==> config.mk <==
export PLATFORM = sky130hd
export DESIGN_NAME = spi_master_cs
export DESIGN_NICKNAME = d
export VERILOG_FILES = /design/src/rtl/spi_master_cs.sv
export SDC_FILE = /design/constraint.sdc
export NUM_CORES = 1
export LEC_CHECK = 0
export ABC_CLOCK_PERIOD_IN_PS = 1800
export BUFFER_PORTS_ARGS = -buffer_cell sky130_fd_sc_hd__buf_2
export CORE_MARGIN = 2
export CORE_UTILIZATION = 51
export CTS_CLUSTER_DIAMETER = 30
export DETAILED_ROUTE_END_ITERATION = 10
export PLACE_DENSITY = 0.76
export SLEW_MARGIN = 20
export SYNTH_ARGS = -nofsm -noshare
export SYNTH_HDL_FRONTEND = slang
export SYNTH_SLANG_ARGS = --single-unit
==> constraint.sdc <==
create_clock -name clk -period 1.8 [get_ports clk]
set_input_delay 0.18 -clock clk [delete_from_list [all_inputs] [get_ports clk]]
set_output_delay 0.18 -clock clk [all_outputs]
set_load 0.02 [all_outputs]
==> src/rtl/spi_master_cs.sv <==
// SPI mode-0 master with per-slave active-low chip selects and a fixed SCLK divider.
// Optional build macro SPI_LSB_FIRST_EN: shift tx and rx LSB first (default MSB first).
module spi_master_cs #(
  parameter int SLAVE_COUNT = 8,
  parameter int DATA_WIDTH  = 8,
  parameter int CLK_DIV     = 4,
  localparam int SEL_W = (SLAVE_COUNT > 1) ? $clog2(SLAVE_COUNT) : 1,
  localparam int DIV_W = $clog2(CLK_DIV + 1),
  localparam int BIT_W = $clog2(DATA_WIDTH + 1)
) (
  input  logic                   clk,
  input  logic                   rst_n,
  input  logic                   start,
  input  logic [SEL_W-1:0]       slave_sel,
  input  logic [DATA_WIDTH-1:0]  tx_data,
  output logic [DATA_WIDTH-1:0]  rx_data,
  output logic                   busy,
  output logic                   done,
  output logic                   SCLK,
  output logic                   MOSI,
  output logic [SLAVE_COUNT-1:0] CS,
  input  logic                   MISO
);

  typedef enum logic [1:0] {IDLE, SETUP, XFER} state_t;

  localparam logic [DIV_W-1:0] DIV_LAST = DIV_W'(CLK_DIV - 1);
  localparam logic [BIT_W-1:0] BIT_LAST = BIT_W'(DATA_WIDTH - 1);

  state_t                  state, state_nxt;
  logic [DIV_W-1:0]        div_cnt, div_nxt;
  logic [BIT_W-1:0]        bit_cnt, bit_nxt;
  logic [DATA_WIDTH-1:0]   tx_sreg, tx_nxt, tx_shift;
  logic [DATA_WIDTH-1:0]   rx_sreg, rx_nxt, rx_shift, rx_data_nxt;
  logic [SLAVE_COUNT-1:0]  cs_nxt, cs_sel;
  logic                    sclk_nxt, done_nxt, sel_ok, div_last;

  assign busy     = (state != IDLE);
  assign div_last = (div_cnt == DIV_LAST);

  // Out-of-range selects simply fail to match any slave and are dropped.
  always_comb begin
    cs_sel = '1;
    sel_ok = 1'b0;
    for (int i = 0; i < SLAVE_COUNT; i++) begin
      if (slave_sel == SEL_W'(i)) begin
        sel_ok    = 1'b1;
        cs_sel[i] = 1'b0;
      end
    end
  end

`ifdef SPI_LSB_FIRST_EN
  assign MOSI = tx_sreg[0];
  always_comb begin
    tx_shift = tx_sreg >> 1;
    rx_shift = rx_sreg >> 1;
    rx_shift[DATA_WIDTH-1] = MISO;
  end
`else
  assign MOSI = tx_sreg[DATA_WIDTH-1];
  always_comb begin
    tx_shift = tx_sreg << 1;
    rx_shift = rx_sreg << 1;
    rx_shift[0] = MISO;
  end
`endif

  always_ff @(posedge clk or negedge rst_n) begin
    if (!rst_n) begin
      state   <= IDLE;
      div_cnt <= '0;
      bit_cnt <= '0;
      tx_sreg <= '0;
      rx_sreg <= '0;
      rx_data <= '0;
      SCLK    <= 1'b0;
      CS      <= '1;
      done    <= 1'b0;
    end else begin
      state   <= state_nxt;
      div_cnt <= div_nxt;
      bit_cnt <= bit_nxt;
      tx_sreg <= tx_nxt;
      rx_sreg <= rx_nxt;
      rx_data <= rx_data_nxt;
      SCLK    <= sclk_nxt;
      CS      <= cs_nxt;
      done    <= done_nxt;
    end
  end

  always_comb begin
    state_nxt   = state;
    div_nxt     = div_cnt;
    bit_nxt     = bit_cnt;
    tx_nxt      = tx_sreg;
    rx_nxt      = rx_sreg;
    rx_data_nxt = rx_data;
    sclk_nxt    = SCLK;
    cs_nxt      = CS;
    done_nxt    = 1'b0;
    case (state)
      IDLE: begin
        if (start && sel_ok) begin
          state_nxt = SETUP;
          tx_nxt    = tx_data;
          cs_nxt    = cs_sel;
          div_nxt   = '0;
          bit_nxt   = '0;
          sclk_nxt  = 1'b0;
        end
      end
      SETUP: begin
        if (div_last) begin
          div_nxt   = '0;
          state_nxt = XFER;
          sclk_nxt  = 1'b1;
          rx_nxt    = rx_shift;
        end else begin
          div_nxt = div_cnt + 1'b1;
        end
      end
      XFER: begin
        if (!div_last) begin
          div_nxt = div_cnt + 1'b1;
        end else begin
          div_nxt = '0;
          if (SCLK) begin
            sclk_nxt = 1'b0;
            tx_nxt   = tx_shift;
          end else if (bit_cnt == BIT_LAST) begin
            // rx_sreg already holds every sample; the last one was taken at this bit's rising edge.
            state_nxt   = IDLE;
            cs_nxt      = '1;
            done_nxt    = 1'b1;
            rx_data_nxt = rx_sreg;
            bit_nxt     = '0;
          end else begin
            bit_nxt  = bit_cnt + 1'b1;
            sclk_nxt = 1'b1;
            rx_nxt   = rx_shift;
          end
        end
      end
      default: state_nxt = IDLE;
    endcase
  end

endmodule

* Yosys cells after proc, flatten, opt, wreduce, memory -nomap -nowiden
Index checks and enable logic that the tools add are counted.
** Cells by class
- Add/sub/neg operators :: 2
- Equality and inequality tests :: 18
- Muxes and demuxes :: 54
- Bitwise gates (word level) :: 1
- Reduce and logical (&&, ||, !) cells :: 17
** Operators with widths (count)
- $mux 8 :: 11
- $pmux 8 s2 :: 3
- $mux 1 :: 25
- $mux 4 :: 4
- $reduce_and 4->1 :: 4
- $reduce_and 5->1 :: 3
- $ne 2x2->1 const B :: 7
- $eq 3x3->1 const B :: 4
- $mux 2 :: 5
- $eq 3x2->1 const B :: 3
- $pmux 4 s2 :: 1
- $reduce_bool 2->1 :: 4
- $mux 3 :: 2
- $pmux 2 s3 :: 1
- $pmux 3 s2 :: 1
- $add 4x1->4 const B :: 1
- $eq 4x3->1 const B :: 1
- $add 3x1->3 const B :: 1
- $eq 3x1->1 const B :: 1
- $logic_not 3->1 :: 1
- $pmux 1 s3 :: 1
- $reduce_bool 3->1 :: 1
- $eq 2x1->1 const B :: 1
- $eq 2x2->1 const B :: 1
- other kinds (5) :: 5
** Word-level totals
- Register bits after elaboration :: 43
- Input bits :: 15
- Output and inout port bits :: 20
- Logic and storage cells :: 101

* Depth between registers and ports, before layout
- Depth after elaboration :: 12
- Depth in mapped cells :: 7
- Gate-level depth less buffers :: 5

* Worst setup path before layout
OpenSTA, ideal clock, no wires.
- Path kind :: flip-flop to flip-flop
- From :: register state[0]
- To :: register tx_sreg[2]
- Arrival :: 1595 ps
- Required time :: 1675 ps
- Path slack :: 80 ps
- Stages on the path, launching flop included :: 7
- Clock period less this slack :: 1720 ps
- Cell sequence :: dfrtp_1 > inv_1 > ha_1 > buf_6 > buf_2 > mux2_2 > mux2_2
** On the way
- Cells in the longest elaborated chain, start to end :: 3
- Elaborated cells on any way between the ends :: 8
** RTL lines
- start, declared :: RTL line 30 : state_t state, state_nxt;
- start signal, assigned :: RTL line 81 : state <= state_nxt;
- $eq 2x2->1 or $logic_not 2->1 (tied branches) :: RTL line 103 : case (state)
- $ne 2x2->1 (no line) or $reduce_bool 2->1 (tied branches)
- $reduce_and 4->1 (no line)
- end signal, assigned :: RTL line 84 : tx_sreg <= tx_nxt;
- end, declared :: RTL line 33 : logic [DATA_WIDTH-1:0] tx_sreg, tx_nxt, tx_shift;
Several ways; a longest one is shown, not always the timed one.
A chain may end at the register's enable or synchronous reset.

* Worst setup path in the final report
- From :: register state[0]
- To :: register tx_sreg[4]
The elaborated chain is that of the path after synthesis.

==> run metrics <==
number of synthesis warnings 0; fin. max-slew vios 0; crit path max-delay cell type dfrtp_1; adder-cell area share of the yosys netlist 3.84%; largest net degree at the start of global routing 44; top post-synthesis cells by area dfrtp_1 (38%), mux2_2 (12%), dfstp_2 (9.2%), o211ai_1 (5.3%), ha_1 (3.8%); RSZ-0062 raised after global routing no; final hold slack 184 ps; post-synthesis simple-gate area fraction between 10 and 15%; largest area contributor in the netlist dfrtp_1; Via Count around 1700; nets@finish between 200 and 300; clk buf depth 2; CP Cell Sequence inv_1 -> ha_2 -> buf_4 -> mux2_2 -> mux2_2; Worst Setup End Kind flip-flop; row cnt 24; Critical Path Source state[0]; PwrDens between 1500 and 2000 nW/um^2; wire per inst 14.6 um; first-pass GRT wire length about 7.6 mm; peak supply drop a little over 1 mV; finished layout cell area 2730 sq um; global placer's final weighted congestion 0.830; WL final 4.47 mm; Placed Area about 2600 sq um; Mean Syn Cell Area around 11 sq um; Synth Instances between 200 and 250; Root Driver clkbuf_8; HPWL Detailed ~3.3 mm; starting density of the core between 50% and 60%; CTS tree yes; most common cell type on the critical path mux2_2; most common cell after layout, fill and taps aside dfrtp_1; Worst setup SP type flip-flop; core area around 4300 sq um; outcome finished, final reports clean; post-synthesis mux area share roughly 14%; routed vias/inst between 5 and 6; critical path depth 5; distinct cell type count after synthesis 41; Reg2Reg Setup Slack between 100 and 150 ps; final period utilization between 90% and 100%; register bit count reported by yosys 43; CTS H-tree lvls 2; Synth Area in Compound Gates 17.9%; Final Hold Fails 0; CP top delay family multiplexers; Post-Synth XOR/XNOR Area 0%; clk_lat worst skew around 300 ps; largest family of logic cells by synthesized area compound AO/OA/AOI/OAI gates; vias in the first global route between 1500 and 2000; DRC errors left 0; crit path capture tx_sreg[4]; Critical path buffers and inverters 2; drt pass-1 iters 4; fmax between 500 and 600 MHz; chip width about 71 um; register area share after synthesis 47.6%; cell area after synthesis roughly 2300 sq um; Worst Path Max Fanout 9; initial antenna violation count 0; total global routing overflow 0; setup TNS 0 ps; most frequent cells in the layout dfrtp_1 (35), buf_2 (34), mux2_2 (24), buf_4 (23), o211ai_1 (16); Worst Hold Class in2reg; most common flop cell mapped by yosys dfrtp_1; Post-synth EDFFs 0; Post-CTS Setup Bufs 0; Ant. Diodes 0; FILL cells roughly 360; area share of the largest cell type after synthesis 38.4%; CTS clk-pin slew, worst paths ~70 ps; Layout Utilization a little over three fifths; die height 70.9 um; RR Endpoint tx_sreg[4]; MaxCap Viol Count 0; GRT Util Overall around a fifth; Max Clock Skew ~12 ps; Layout Area Growth over Synthesis 19.6%; Arr. time, crit path approximately 1900 ps; worst-margin pin slew between 500 and 600 ps; I/O Buffers 34; setup ws final around 100 ps; final setup vio count 0; R2R cell count 5; I/O Pins 35; Inserted Clock Buffers 5; headroom to the max-slew limit around 65%; DRT iter0 DRCs roughly 160; ys async rst share 100%; Req. time, crit path ~2000 ps; die area 5020 sq um; Critical R2R Launch state[0]; Tmin final around 1700 ps; CP max stage delay about 380 ps; post-synth net total roughly 220; layout cells sized above 1 a little over two fifths; clk sink count 43; Setup WS pre-CTS around 8.8 ps; LEAKAGE around 0.0013 uW; critical path type reg2reg; Final ANT Viol Nets 0
==> worst reg2reg max path, delay by kind of cell (launching register included) <==
kind	cells	cell delay (ps)
muxes	2	600
adders and majority gates	1	290
buffers and inverters	2	310
DFF	1	380
==> how the worst min path moves through the flow <==
stage	end	cells past startpoint	from	slack (ps)
6_report	tx_sreg[0]	3	tx_data[0]	180
5_1_grt	rx_sreg[0]	3	MISO	210
4_1_cts	tx_sreg[0]	3	tx_data[0]	180
3_5_place_dp	rx_data[4]	2	rst_n	290
3_3_place_gp	rx_data[7]	2	rst_n	280
2_1_floorplan	SCLK	0	rst_n	-120
==> logic make-up after synthesis <==
logic type,Yosys count
compound gates,57
fa+ha+maj,7
buf+inv,27
flops,43
mux,27
simple gates,40
==> stage by stage <==
| stage | power, uW | instances |
|---|---|---|
| detailed placement | 3920 | 298 |
| floorplan | 3230 | 201 |
| global placement | 3830 | 298 |
| CTS | 4530 | 307 |
| global route | 4840 | 307 |
| finish | 4500 | 307 |
==> metal layers <==
layer | part of all wire, % | wire, um | up-vias | global-route usage (%)
met5 | 0 | 0 | - | 0
met4 | 1.5 | 65 | 0 | 6.29
met3 | 4.9 | 220 | 6 | 4.42
met2 | 47 | 2090 | 46 | 31.6
met1 | 47 | 2100 | 839 | 25.3
li1 | - | - | 849 | -
==> power breakdown <==
group          internal [uW]  leakage (uW)  total (uW)  switching, uW
registers               1380      0.000529        1620            241
logic                   1090      0.000736        2290           1200
clock network            271     0.0000412         600            329
==> sequential cells by signal, summed over array words and instances, names as in the netlist <==
| register | cells |
|---|---|
| CS | 8 |
| rx_data | 8 |
| bit_cnt | 4 |
| rx_sreg | 8 |
| SCLK | 1 |
| div_cnt | 3 |
| state | 2 |
| tx_sreg | 8 |
| done | 1 |
==> Yosys cell counts, types with 5 or more instances <==
| master | number |
|---|---|
| a21oi_1 | 8 |
| buf_2 | 8 |
| dfrtp_1 | 35 |
| dfstp_2 | 8 |
| ha_1 | 7 |
| inv_1 | 14 |
| mux2_2 | 24 |
| nand2_1 | 5 |
| nand2b_1 | 6 |
| nand3_1 | 10 |
| o211ai_1 | 16 |
| o21ai_0 | 12 |
| o32ai_1 | 8 |
==> repair_timing <==
action	CTS	global route
endpoints found under the hold margin	35	0
hold buffers	1	0
gates resized for setup	1	0
setup endpoints to repair	1	0
==> area by class of cell <==
type	count	area (sq um)	area share, %
Clock buffer	6	72.6	2.66
Clock inverter	2	12.5	0.459
Inverter	14	52.6	1.93
Multi-Input combinational cell	131	1070	39.1
Sequential cell	43	1090	39.8
Tap cell	52	65.1	2.39
Timing Repair Buffer	59	373	13.7
(Power assumes the default switching activity.)
